===== config.mk =====
export PLATFORM = sky130hd
export DESIGN_NAME = char_print_queue_flat
export DESIGN_NICKNAME = d
export VERILOG_FILES = /design/src/rtl/char_print_queue_if.sv /design/src/rtl/char_print_queue.sv /design/src/flat_wrapper.sv
export SDC_FILE = /design/constraint.sdc
export NUM_CORES = 1
export LEC_CHECK = 0
export CORE_MARGIN = 3
export CORE_UTILIZATION = 25
export DETAILED_ROUTE_END_ITERATION = 12
export DONT_BUFFER_PORTS = 1
export SKIP_LAST_GASP = 1
export SLEW_MARGIN = 20
export SYNTH_ARGS = -nofsm -noshare
export SYNTH_HDL_FRONTEND = slang
export SYNTH_SLANG_ARGS = --single-unit
export TNS_END_PERCENT = 5

===== constraint.sdc =====
create_clock -name clk -period 5.4 [get_ports clk]
set_input_delay 1.08 -clock clk [delete_from_list [all_inputs] [get_ports clk]]
set_output_delay 1.08 -clock clk [all_outputs]
set_load 0.01 [all_outputs]

===== src/rtl/char_print_queue_if.sv =====
// Print-request and cell-write handshake bundle between the CPU side,
// the print queue and the character memory.
interface char_print_queue_if #(
    parameter int COL_W = 7,
    parameter int ROW_W = 6
);
    logic             in_valid;
    logic [5:0]       in_code;
    logic             in_ready;
    logic             out_valid;
    logic [5:0]       out_code;
    logic [COL_W-1:0] out_col;
    logic [ROW_W-1:0] out_row;
    logic             out_ready;

    modport master (
        output in_valid, in_code, out_ready,
        input  in_ready, out_valid, out_code, out_col, out_row
    );

    modport slave (
        input  in_valid, in_code, out_ready,
        output in_ready, out_valid, out_code, out_col, out_row
    );
endinterface


===== src/rtl/char_print_queue.sv =====
// Buffers CPU character prints in a small FIFO and turns them into (code, col, row)
// cell writes for the character memory, tracking a text cursor with newline/clear handling.
module char_print_queue #(
    parameter int         DEPTH      = 8,
    parameter int         COLS       = 80,
    parameter int         ROWS       = 60,
    parameter logic [5:0] NL_CODE    = 6'h3F,
    parameter logic [5:0] CLR_CODE   = 6'h3E,
    parameter logic [5:0] BLANK_CODE = 6'h00,
    parameter int         COL_W      = $clog2(COLS),
    parameter int         ROW_W      = $clog2(ROWS)
) (
    input  logic               clk,
    input  logic               reset,
    char_print_queue_if.slave  bus,
    output logic [COL_W-1:0]   cursor_col,
    output logic [ROW_W-1:0]   cursor_row,
    output logic               busy,
    output logic               overflow
);
    localparam int PTR_W = $clog2(DEPTH);
    localparam int CNT_W = $clog2(DEPTH + 1);

    typedef enum logic [0:0] {
        ST_IDLE  = 1'b0,
        ST_CLEAR = 1'b1
    } state_t;

    state_t           r_state;
    state_t           w_next_state;
    logic [5:0]       r_mem [DEPTH];
    logic [PTR_W-1:0] r_wr_ptr;
    logic [PTR_W-1:0] r_rd_ptr;
    logic [CNT_W-1:0] r_count;
    logic             r_out_valid;
    logic [5:0]       r_out_code;
    logic [COL_W-1:0] r_out_col;
    logic [ROW_W-1:0] r_out_row;
    logic [COL_W-1:0] r_cur_col;
    logic [ROW_W-1:0] r_cur_row;
    logic             r_overflow;
    logic [COL_W-1:0] r_clr_col;
    logic [ROW_W-1:0] r_clr_row;
    logic             r_clr_done;

    logic             w_full;
    logic             w_empty;
    logic             w_push;
    logic             w_pop;
    logic             w_slot_free;
    logic [5:0]       w_head;
    logic             w_clr_start;
    logic             w_clr_step;
    logic             w_out_valid_nxt;
    logic [5:0]       w_out_code_nxt;
    logic [COL_W-1:0] w_out_col_nxt;
    logic [ROW_W-1:0] w_out_row_nxt;
    logic [COL_W-1:0] w_cur_col_nxt;
    logic [ROW_W-1:0] w_cur_row_nxt;

    function automatic logic [ROW_W-1:0] row_inc(input logic [ROW_W-1:0] row);
        return (row == ROW_W'(ROWS - 1)) ? {ROW_W{1'b0}} : row + ROW_W'(1);
    endfunction

    function automatic logic [COL_W-1:0] col_inc(input logic [COL_W-1:0] col);
        return (col == COL_W'(COLS - 1)) ? {COL_W{1'b0}} : col + COL_W'(1);
    endfunction

    assign w_full      = (r_count == CNT_W'(DEPTH));
    assign w_empty     = (r_count == {CNT_W{1'b0}});
    assign w_push      = bus.in_valid && !w_full;
    assign w_slot_free = !r_out_valid || bus.out_ready;
    assign w_head      = r_mem[r_rd_ptr];

    assign bus.in_ready  = !w_full;
    assign bus.out_valid = r_out_valid;
    assign bus.out_code  = r_out_code;
    assign bus.out_col   = r_out_col;
    assign bus.out_row   = r_out_row;
    assign cursor_col    = r_cur_col;
    assign cursor_row    = r_cur_row;
    assign overflow      = r_overflow;
    assign busy          = !w_empty || r_out_valid || (r_state == ST_CLEAR);

    // FIFO storage; contents need no reset since the count gates every read
    always_ff @(posedge clk) begin
        if (w_push) begin
            r_mem[r_wr_ptr] <= bus.in_code;
        end
    end

    // FIFO pointers, occupancy and sticky drop flag
    always_ff @(posedge clk or negedge reset) begin
        if (!reset) begin
            r_wr_ptr   <= {PTR_W{1'b0}};
            r_rd_ptr   <= {PTR_W{1'b0}};
            r_count    <= {CNT_W{1'b0}};
            r_overflow <= 1'b0;
        end else begin
            if (w_push) begin
                r_wr_ptr <= r_wr_ptr + PTR_W'(1);
            end
            if (w_pop) begin
                r_rd_ptr <= r_rd_ptr + PTR_W'(1);
            end
            case ({w_push, w_pop})
                2'b10:   r_count <= r_count + CNT_W'(1);
                2'b01:   r_count <= r_count - CNT_W'(1);
                default: r_count <= r_count;
            endcase
            if (bus.in_valid && w_full) begin
                r_overflow <= 1'b1;
            end
        end
    end

    // State register
    always_ff @(posedge clk or negedge reset) begin
        if (!reset) begin
            r_state <= ST_IDLE;
        end else begin
            r_state <= w_next_state;
        end
    end

    // Next state, pop decision and next values of the output/cursor registers
    always_comb begin
        w_next_state    = r_state;
        w_pop           = 1'b0;
        w_clr_start     = 1'b0;
        w_clr_step      = 1'b0;
        w_out_valid_nxt = r_out_valid && !bus.out_ready;
        w_out_code_nxt  = r_out_code;
        w_out_col_nxt   = r_out_col;
        w_out_row_nxt   = r_out_row;
        w_cur_col_nxt   = r_cur_col;
        w_cur_row_nxt   = r_cur_row;
        case (r_state)
            ST_IDLE: begin
                if (!w_empty && w_slot_free) begin
                    w_pop = 1'b1;
                    if (w_head == NL_CODE) begin
                        w_cur_col_nxt = {COL_W{1'b0}};
                        w_cur_row_nxt = row_inc(r_cur_row);
                    end else if (w_head == CLR_CODE) begin
                        w_next_state = ST_CLEAR;
                        w_clr_start  = 1'b1;
                    end else begin
                        w_out_valid_nxt = 1'b1;
                        w_out_code_nxt  = w_head;
                        w_out_col_nxt   = r_cur_col;
                        w_out_row_nxt   = r_cur_row;
                        w_cur_col_nxt   = col_inc(r_cur_col);
                        w_cur_row_nxt   = (r_cur_col == COL_W'(COLS - 1)) ? row_inc(r_cur_row) : r_cur_row;
                    end
                end else begin
                    w_pop = 1'b0;
                end
            end
            ST_CLEAR: begin
                if (w_slot_free) begin
                    if (!r_clr_done) begin
                        w_clr_step      = 1'b1;
                        w_out_valid_nxt = 1'b1;
                        w_out_code_nxt  = BLANK_CODE;
                        w_out_col_nxt   = r_clr_col;
                        w_out_row_nxt   = r_clr_row;
                    end else begin
                        // last blank has just transferred
                        w_next_state  = ST_IDLE;
                        w_cur_col_nxt = {COL_W{1'b0}};
                        w_cur_row_nxt = {ROW_W{1'b0}};
                    end
                end else begin
                    w_clr_step = 1'b0;
                end
            end
            default: begin
                w_next_state = ST_IDLE;
            end
        endcase
    end

    // Output write register and text cursor
    always_ff @(posedge clk or negedge reset) begin
        if (!reset) begin
            r_out_valid <= 1'b0;
            r_out_code  <= 6'h00;
            r_out_col   <= {COL_W{1'b0}};
            r_out_row   <= {ROW_W{1'b0}};
            r_cur_col   <= {COL_W{1'b0}};
            r_cur_row   <= {ROW_W{1'b0}};
        end else begin
            r_out_valid <= w_out_valid_nxt;
            r_out_code  <= w_out_code_nxt;
            r_out_col   <= w_out_col_nxt;
            r_out_row   <= w_out_row_nxt;
            r_cur_col   <= w_cur_col_nxt;
            r_cur_row   <= w_cur_row_nxt;
        end
    end

    // Raster address walker for clear-screen
    always_ff @(posedge clk or negedge reset) begin
        if (!reset) begin
            r_clr_col  <= {COL_W{1'b0}};
            r_clr_row  <= {ROW_W{1'b0}};
            r_clr_done <= 1'b0;
        end else if (w_clr_start) begin
            r_clr_col  <= {COL_W{1'b0}};
            r_clr_row  <= {ROW_W{1'b0}};
            r_clr_done <= 1'b0;
        end else if (w_clr_step) begin
            if ((r_clr_col == COL_W'(COLS - 1)) && (r_clr_row == ROW_W'(ROWS - 1))) begin
                r_clr_done <= 1'b1;
            end else begin
                r_clr_col <= col_inc(r_clr_col);
                r_clr_row <= (r_clr_col == COL_W'(COLS - 1)) ? r_clr_row + ROW_W'(1) : r_clr_row;
            end
        end else begin
            r_clr_done <= r_clr_done;
        end
    end
endmodule


===== src/flat_wrapper.sv =====
// flat-port wrapper written by rule: the top's interface ports become plain ports
module char_print_queue_flat 
#(
    parameter int         DEPTH      = 8,
    parameter int         COLS       = 80,
    parameter int         ROWS       = 60,
    parameter logic [5:0] NL_CODE    = 6'h3F,
    parameter logic [5:0] CLR_CODE   = 6'h3E,
    parameter logic [5:0] BLANK_CODE = 6'h00,
    parameter int         COL_W      = $clog2(COLS),
    parameter int         ROW_W      = $clog2(ROWS)
)
  (clk, reset, cursor_col, cursor_row, busy, overflow, bus_in_valid, bus_in_code, bus_out_ready, bus_in_ready, bus_out_valid, bus_out_code, bus_out_col, bus_out_row);
  char_print_queue_if #(.COL_W(COL_W), .ROW_W(ROW_W)) bus_i ();
  input  logic clk;
  input  logic reset;
  output logic [COL_W-1:0] cursor_col;
  output logic [ROW_W-1:0] cursor_row;
  output logic busy;
  output logic overflow;
  input wire logic [$bits(bus_i.in_valid)-1:0] bus_in_valid;
  input wire logic [$bits(bus_i.in_code)-1:0] bus_in_code;
  input wire logic [$bits(bus_i.out_ready)-1:0] bus_out_ready;
  output wire logic [$bits(bus_i.in_ready)-1:0] bus_in_ready;
  output wire logic [$bits(bus_i.out_valid)-1:0] bus_out_valid;
  output wire logic [$bits(bus_i.out_code)-1:0] bus_out_code;
  output wire logic [$bits(bus_i.out_col)-1:0] bus_out_col;
  output wire logic [$bits(bus_i.out_row)-1:0] bus_out_row;
  assign bus_i.in_valid = bus_in_valid;
  assign bus_i.in_code = bus_in_code;
  assign bus_i.out_ready = bus_out_ready;
  assign bus_in_ready = bus_i.in_ready;
  assign bus_out_valid = bus_i.out_valid;
  assign bus_out_code = bus_i.out_code;
  assign bus_out_col = bus_i.out_col;
  assign bus_out_row = bus_i.out_row;
  char_print_queue #(.DEPTH(DEPTH), .COLS(COLS), .ROWS(ROWS), .NL_CODE(NL_CODE), .CLR_CODE(CLR_CODE), .BLANK_CODE(BLANK_CODE), .COL_W(COL_W), .ROW_W(ROW_W)) u_core (.clk(clk), .reset(reset), .bus(bus_i), .cursor_col(cursor_col), .cursor_row(cursor_row), .busy(busy), .overflow(overflow));
endmodule

==> flow_metrics.py, run 1 <==
metrics = {
    "critical_path": {
        "worstSetupPathType": "reg -> reg",
        "endpoint_kind": "register",
        "crit_path_start_kind": "register",
        "max_stage_delay_ns": 0.78,
        "cp_max_fo": 19,
        "critPathSlowestCell": "dfrtp_1",
        "crit_arrival_ns": 3.27,
        "cp_cell_sequence": "mux4_1, mux2i_1, or4_4, o21ai_4, a21oi_4, mux2_2",
        "critPathRequiredTime_ns": 5.63,
    },
    "routing": {
        "vias_per_cell": 4.64,
        "dr.pass1.iters": 4,
        "drc": 0,
        "ant_nets": 0,
        "wire_per_inst_um": 16.2,
        "drt_iter0_markers": 257,
        "drt-total-wl_mm": 10.2,
        "dr_total_vias": 2917,
    },
    "placed_design": {
        "dp_hpwl_mm": 7.40,
        "place.gp.congestion": 0.791,
        "port_buffers": 0,
    },
    "hold_path": {
        "hold_path.class": "in -> async",
    },
    "logic_synthesis": {
        "netlist_area_um2": 4920,
        "synthArstFlopShare": 0.551,
        "ys_types": 55,
        "seq_area_frac_synth": 0.593,
        "synth_top_area_frac": 0.300,
        "yosys_warnings": 0,
        "synth_top_cells_by_count": "dfrtp_1, edfxtp_1, nor2_1",
        "synth_area_leaders": "dfrtp_1, edfxtp_1, mux2_2",
        "netlist_instances": 363,
        "synth_seq_cells": 107,
        "avgSynthCellArea_um2": 13.6,
        "syn_nets": 383,
        "synth_most_common_cell": "dfrtp_1",
        "synth_largest_area_cell": "dfrtp_1",
        "synthFlopType": "dfrtp_1",
        "synth_edf_count": 48,
    },
    "timing": {
        "setup_viol": 0,
        "skew_ns": 0.00996,
        "hold_viol_final": 0,
        "maxSlewHeadroom": 0.322,
        "drv_slew": 0,
        "period_minus_slack_ns": 3.04,
        "worstMarginPinSlew_ns": 1.01,
        "grt_setup_unrepaired": "no",
        "fin_tns_setup_ns": 0,
        "max_freq_ghz": 0.329,
        "period_share": 0.562,
    },
    "floorplan": {
        "fp-row-count": 50,
        "start_util": 0.259,
        "die_h_um": 146,
        "io_pins": 46,
        "die_area_um2": 21400,
        "coreArea_um2": 19000,
        "die_x_um": 146,
    },
    "grt": {
        "antenna_found_initial": 0,
        "use_met1": 0.134,
        "grt_max_degree": 60,
        "met3_usage": 0.0351,
        "grt_pass1_vias": 2935,
        "track_usage": 0.0977,
        "grt-ovfl-total": 0,
        "grt-busiest-layer": "met2",
        "grt_pass1_wl_mm": 16.7,
        "grt.met2_usage": 0.154,
    },
    "power_and_ir_drop": {
        "swShare": 0.297,
        "p_seq_frac": 0.532,
        "switchingPower_mw": 0.617,
        "p_clk_frac": 0.334,
        "ir_drop_mv": 0.168,
        "internal_power_mw": 1.46,
        "power_density_nw_per_um2": 376,
        "combPwrFrac": 0.134,
        "power_leakage_nw": 2.08,
    },
    "clocking": {
        "htreeDepth": 3,
        "cts.clk_slew.worst_paths_ns": 0.08,
        "holdBufCountCts": 0,
        "clock_latency_ns": 0.35,
        "cts_buffers": 9,
        "clockBufferDepth": 2,
        "cts.sinks": 107,
        "cts_tree": "built",
        "cts_root_buf": "clkbuf_16",
        "cts_resized": 0,
        "post_cts_buffers": 0,
    },
    "finish": {
        "nets": 384,
        "syn_to_final_growth_pct": 12.3,
        "drive_above_1_share": 0.171,
        "antennaDiodeCount": 0,
        "fin_util": 0.291,
        "fillers": 1929,
    },
    "flow_run": {
        "maxCapViolations": 0,
    },
    "outcome": {
        "run_status": "complete, no violations",
    },
}
==> cells by family (layout without fill, tap and decap cells) <==
kind of cell,count (synthesis),after routing,synth area share
AO/OA/AOI/OAI,52,52,0.0760
XOR/XNOR,15,15,0.0267
adder cells (fa/ha/maj),10,10,0.0270
buffers and inverters,25,31,0.0236
flip-flops,107,107,0.593
multiplexers,48,48,0.146
AND/OR/NAND/NOR,106,106,0.108
==> through the flow <==
stage	hold WS (ns)	power, mW	cell area (um^2)	std cells	worst slack [ns]
2_1_floorplan	0.475	1.30	4920	363	2.48
3_3_place_gp	0.502	1.39	5200	613	2.30
3_5_place_dp	0.535	1.41	5200	613	2.19
4_1_cts	0.411	2.10	5520	629	2.30
5_1_grt	0.405	2.18	5530	629	2.08
6_report	0.425	2.08	5530	629	2.36
==> registers in the layout (all words and copies together), names as in the netlist <==
| name | count |
|---|---|
| u_core.overflow | 1 |
| u_core.r_wr_ptr | 3 |
| u_core.r_clr_done | 1 |
| u_core.cursor_row | 6 |
| u_core.cursor_col | 7 |
| u_core.bus.out_row | 6 |
| u_core.r_clr_row | 6 |
| u_core.bus.out_valid | 1 |
| u_core.r_rd_ptr | 3 |
| u_core.r_state | 1 |
| u_core.bus.out_col | 7 |
| u_core.bus.out_code | 6 |
| u_core.r_count | 4 |
| u_core.r_mem | 48 |
| u_core.r_clr_col | 7 |
==> layout by cell type (no fill, tap or decap), types with 4 or more instances in the layout <==
| cell type | instances |
|---|---|
| mux2_4 | 4 |
| o22ai_1 | 6 |
| nor3_1 | 13 |
| xor2_1 | 4 |
| o21ai_0 | 8 |
| clkbuf_16 | 9 |
| a21oi_1 | 7 |
| a21o_1 | 6 |
| nor4_1 | 4 |
| xnor2_1 | 11 |
| nand3_1 | 10 |
| nand2_1 | 20 |
| mux2i_1 | 6 |
| inv_1 | 14 |
| or3_1 | 6 |
| mux2_2 | 25 |
| dfrtp_1 | 59 |
| nor2_1 | 27 |
| mux4_1 | 6 |
| ha_1 | 9 |
| mux4_2 | 6 |
| nor2b_1 | 4 |
| nand2b_1 | 9 |
| edfxtp_1 | 48 |
==> power by group through the flow <==
stage	registers, mW	logic (mW)	clock network (mW)
2_1_floorplan	1.08	0.228	0
3_3_place_gp	1.12	0.269	0
3_5_place_dp	1.13	0.281	0
4_1_cts	1.11	0.283	0.704
5_1_grt	1.12	0.316	0.743
6_report	1.11	0.279	0.693
==> worst paths after layout <==
| check | slack, ns | endpoint | cells past startpoint | startpoint |
|---|---|---|---|---|
| worst min register to register | 0.54 | u_core.r_clr_done$_DFFE_PN0P_ | 2 | u_core.r_clr_done$_DFFE_PN0P_ |
| worst min-delay path | 0.43 | u_core.bus.out_row[3]$_DFFE_PN0P_ | 0 | reset |
| max in group asynchronous | 4.86 | u_core.r_count[1]$_DFFE_PN0P_ | 0 | reset |
| worst max-delay path | 2.36 | u_core.bus.out_col[3]$_DFFE_PN0P_ | 6 | u_core.r_rd_ptr[0]$_DFFE_PN0P_ |
| worst max register to register | 2.36 | u_core.bus.out_col[3]$_DFFE_PN0P_ | 6 | u_core.r_rd_ptr[0]$_DFFE_PN0P_ |
| min in group clk | 0.54 | u_core.r_clr_done$_DFFE_PN0P_ | 2 | u_core.r_clr_done$_DFFE_PN0P_ |
==> area by class of cell <==
cell class,count,area [um^2],share of cell area
flip-flops and latches,107,2920,0.528
multi-input cells,231,1900,0.344
well taps,260,325,0.0589
clock buffers,9,225,0.0408
clock inverters,7,98.8,0.0179
inverters,14,52.6,0.00951
repair buffers,1,7.51,0.00136
==> worst max-delay path: cells and delay by family (launching register included) <==
family,cells,cell delay [ns]
flip-flops,1,0.78
multiplexers,3,1.30
AO/OA/AOI/OAI,2,0.63
AND/OR/NAND/NOR,1,0.22
==> routing by layer <==
metal	routed length (um)	vias to the layer above
met5	0	-
met3	724	4
li1	-	1360
met2	4800	86
met1	4650	1467
met4	29	0
(Power assumes the default switching activity.)
==> run 2, diff against run 1 <==
==> constraint.sdc (replaced) <==
create_clock -name clk -period 2.65 [get_ports clk]
set_input_delay 0.53 -clock clk [delete_from_list [all_inputs] [get_ports clk]]
set_output_delay 0.53 -clock clk [all_outputs]
set_load 0.01 [all_outputs]
==> flow_metrics.py, run 2 (synthesis gave the netlist of run 1 again) <==
metrics = {
    "placed_design": {
        "place.gp.congestion": 0.774,
        "port_buffers": 0,
        "dpl_cell_area_um2": 5350,
        "dp_hpwl_mm": 7.62,
    },
    "grt": {
        "grt_max_degree": 60,
        "grt_pass1_wl_mm": 17.5,
        "grt_pass1_vias": 3082,
        "antenna_found_initial": 0,
        "grt-ovfl-total": 0,
        "track_usage": 0.104,
    },
    "finish": {
        "largest_register_ffs": 48,
        "nets": 402,
        "regMostFlops": "u_core.r_mem",
        "antennaDiodeCount": 0,
        "postLayoutCellArea_um2": 5710,
        "drive_above_1_share": 0.225,
        "fin_util": 0.300,
        "most-common-layout-cells": "dfrtp_1, edfxtp_1, nor2_1",
        "syn_to_final_growth_pct": 16.0,
        "mostFrequentLayoutCell": "dfrtp_1",
    },
    "power_and_ir_drop": {
        "power_leakage_nw": 2.19,
        "ir_drop_mv": 0.343,
        "power_density_nw_per_um2": 750,
    },
    "routing": {
        "drt_iter0_markers": 186,
        "drc": 0,
        "drt-total-wl_mm": 10.8,
        "dr.pass1.iters": 5,
        "vias_per_cell": 4.64,
        "wire_per_inst_um": 16.6,
        "dr_total_vias": 3001,
        "ant_nets": 0,
    },
    "critical_path": {
        "reg2reg_slack_ns": 0.13,
        "critPathRequiredTime_ns": 2.87,
        "setup.worst_path.start": "u_core.r_rd_ptr[0]$_DFFE_PN0P_",
        "r2r_end": "u_core.cursor_row[2]$_DFFE_PN0P_",
        "critical_path.top_delay_family": "multiplexers",
        "crit_path_start_kind": "register",
        "critPathSlowestCell": "mux4_1",
        "timing.rr.start": "u_core.r_rd_ptr[0]$_DFFE_PN0P_",
        "cp-endpoint": "u_core.cursor_row[2]$_DFFE_PN0P_",
        "worstSetupPathType": "reg -> reg",
        "crit_arrival_ns": 2.73,
        "cp_max_fo": 6,
        "critPathBufInv": 1,
        "reg2regPathDepth": 7,
        "endpoint_kind": "register",
        "max_stage_delay_ns": 0.56,
        "worst-path-stages": 7,
        "cp_cell_sequence": "buf_4, mux4_1, mux2i_2, nor4_1, a21o_1, nand2b_1, o41ai_1",
    },
    "timing": {
        "hold_viol_final": 0,
        "period_share": 0.950,
        "worstMarginPinSlew_ns": 0.688,
        "drv_slew": 0,
        "period_minus_slack_ns": 2.52,
        "maxSlewHeadroom": 0.540,
        "fin_tns_setup_ns": 0,
        "skew_ns": 0.00934,
        "setup_viol": 0,
        "max_freq_ghz": 0.397,
        "grt_setup_unrepaired": "yes",
    },
    "floorplan": {
        "die_x_um": 146,
        "io_pins": 46,
        "die_h_um": 146,
        "start_util": 0.259,
        "die_area_um2": 21400,
        "coreArea_um2": 19000,
        "fp-row-count": 50,
    },
    "clocking": {
        "htreeDepth": 3,
        "cts_tree": "built",
        "clock_latency_ns": 0.35,
        "cts_root_buf": "clkbuf_16",
        "clockBufferDepth": 2,
        "cts.clk_slew.worst_paths_ns": 0.08,
        "cts_buffers": 9,
        "cts.sinks": 107,
        "post_cts_buffers": 0,
    },
    "hold_path": {
        "hold_path.class": "in -> async",
    },
    "outcome": {
        "run_status": "complete, no violations",
    },
    "flow_run": {
        "maxCapViolations": 0,
    },
}
run 2: cell types whose count changed in the layout (fill, tap and decap cells not counted), moves of 2 or more:
cell      previous run  this run
dfrtp_1             59        57
buf_4                1        16
clkinv_4             0         2
clkinv_8             2         0
buf_12               0         2
mux2i_1              6         3
dfrtp_2              0         2
inv_12               2         0
mux2i_2              0         3
run 2: metrics by stage:
step | power [mW] | std cells | worst slack (ns) | hold WS [ns]
final | 4.28 | 647 | 0.134 | 0.0382
after global routing | 4.51 | 647 | -0.00682 | 0.0541
after CTS | 4.32 | 647 | 0.0679 | 0.0516
after detailed placement | 2.91 | 630 | 0.122 | 0.237
after global placement | 2.86 | 630 | 0.175 | 0.237
after floorplan | 2.66 | 363 | 0.229 | 0.234
run 2: layout make-up:
cell class / instances / area, um^2
well taps: 260 / 325
multi-input cells: 231 / 1920
clock inverters: 7 / 83.8
clock buffers: 9 / 225
flip-flops and latches: 107 / 2920
repair buffers: 19 / 188
fillers: 1918 / 13300
inverters: 14 / 52.6
run 2: power breakdown:
group	internal [mW]	leakage, nW	switching (mW)
sequential	1.99	1.19	0.241
combinational	0.318	0.849	0.335
clock	0.752	0.154	0.640
total	3.06	2.19	1.22
run 2: routing by layer:
layer	track usage	wire, um
met3	0.0475	928
met1	0.131	4690
met4	0.0174	87
met2	0.166	5050
met5	0	0
run 2: worst reg2reg max path: stages (launching register included):
cell and delay, ns:
dfrtp_1 0.43, buf_4 0.20, mux4_1 0.56, mux2i_2 0.21
nor4_1 0.11, a21o_1 0.25, nand2b_1 0.28, o41ai_1 0.35
run 2: how the worst min path moves through the flow:
stage / endpoint / slack (ns)
floorplan: u_core.bus.out_code[0]$_DFFE_PN0P_ / 0.23
global placement: u_core.bus.out_col[1]$_DFFE_PN0P_ / 0.24
detailed placement: u_core.bus.out_col[1]$_DFFE_PN0P_ / 0.24
CTS: u_core.bus.out_col[1]$_DFFE_PN0P_ / 0.05
global route: u_core.bus.out_row[2]$_DFFE_PN0P_ / 0.05
finish: u_core.bus.out_col[1]$_DFFE_PN0P_ / 0.04
run 2: timing repair:
action | CTS | global route
resized for setup | 0 | 6
hold buffers | 1 | 0
setup endpoints to repair | 0 | 19
endpoints found under the hold margin | 59 | 0
==> run 3, diff against run 2 <==
--- a/config.mk
+++ b/config.mk
@@ -7,6 +7,7 @@
 export LEC_CHECK = 0
 export CORE_MARGIN = 3
 export CORE_UTILIZATION = 25
+export CTS_CLUSTER_SIZE = 16
 export DETAILED_ROUTE_END_ITERATION = 12
 export DONT_BUFFER_PORTS = 1
 export SKIP_LAST_GASP = 1
==> results of run 3 <==
Same layout as run 2: the final DEF is identical, and so are final timing and power.
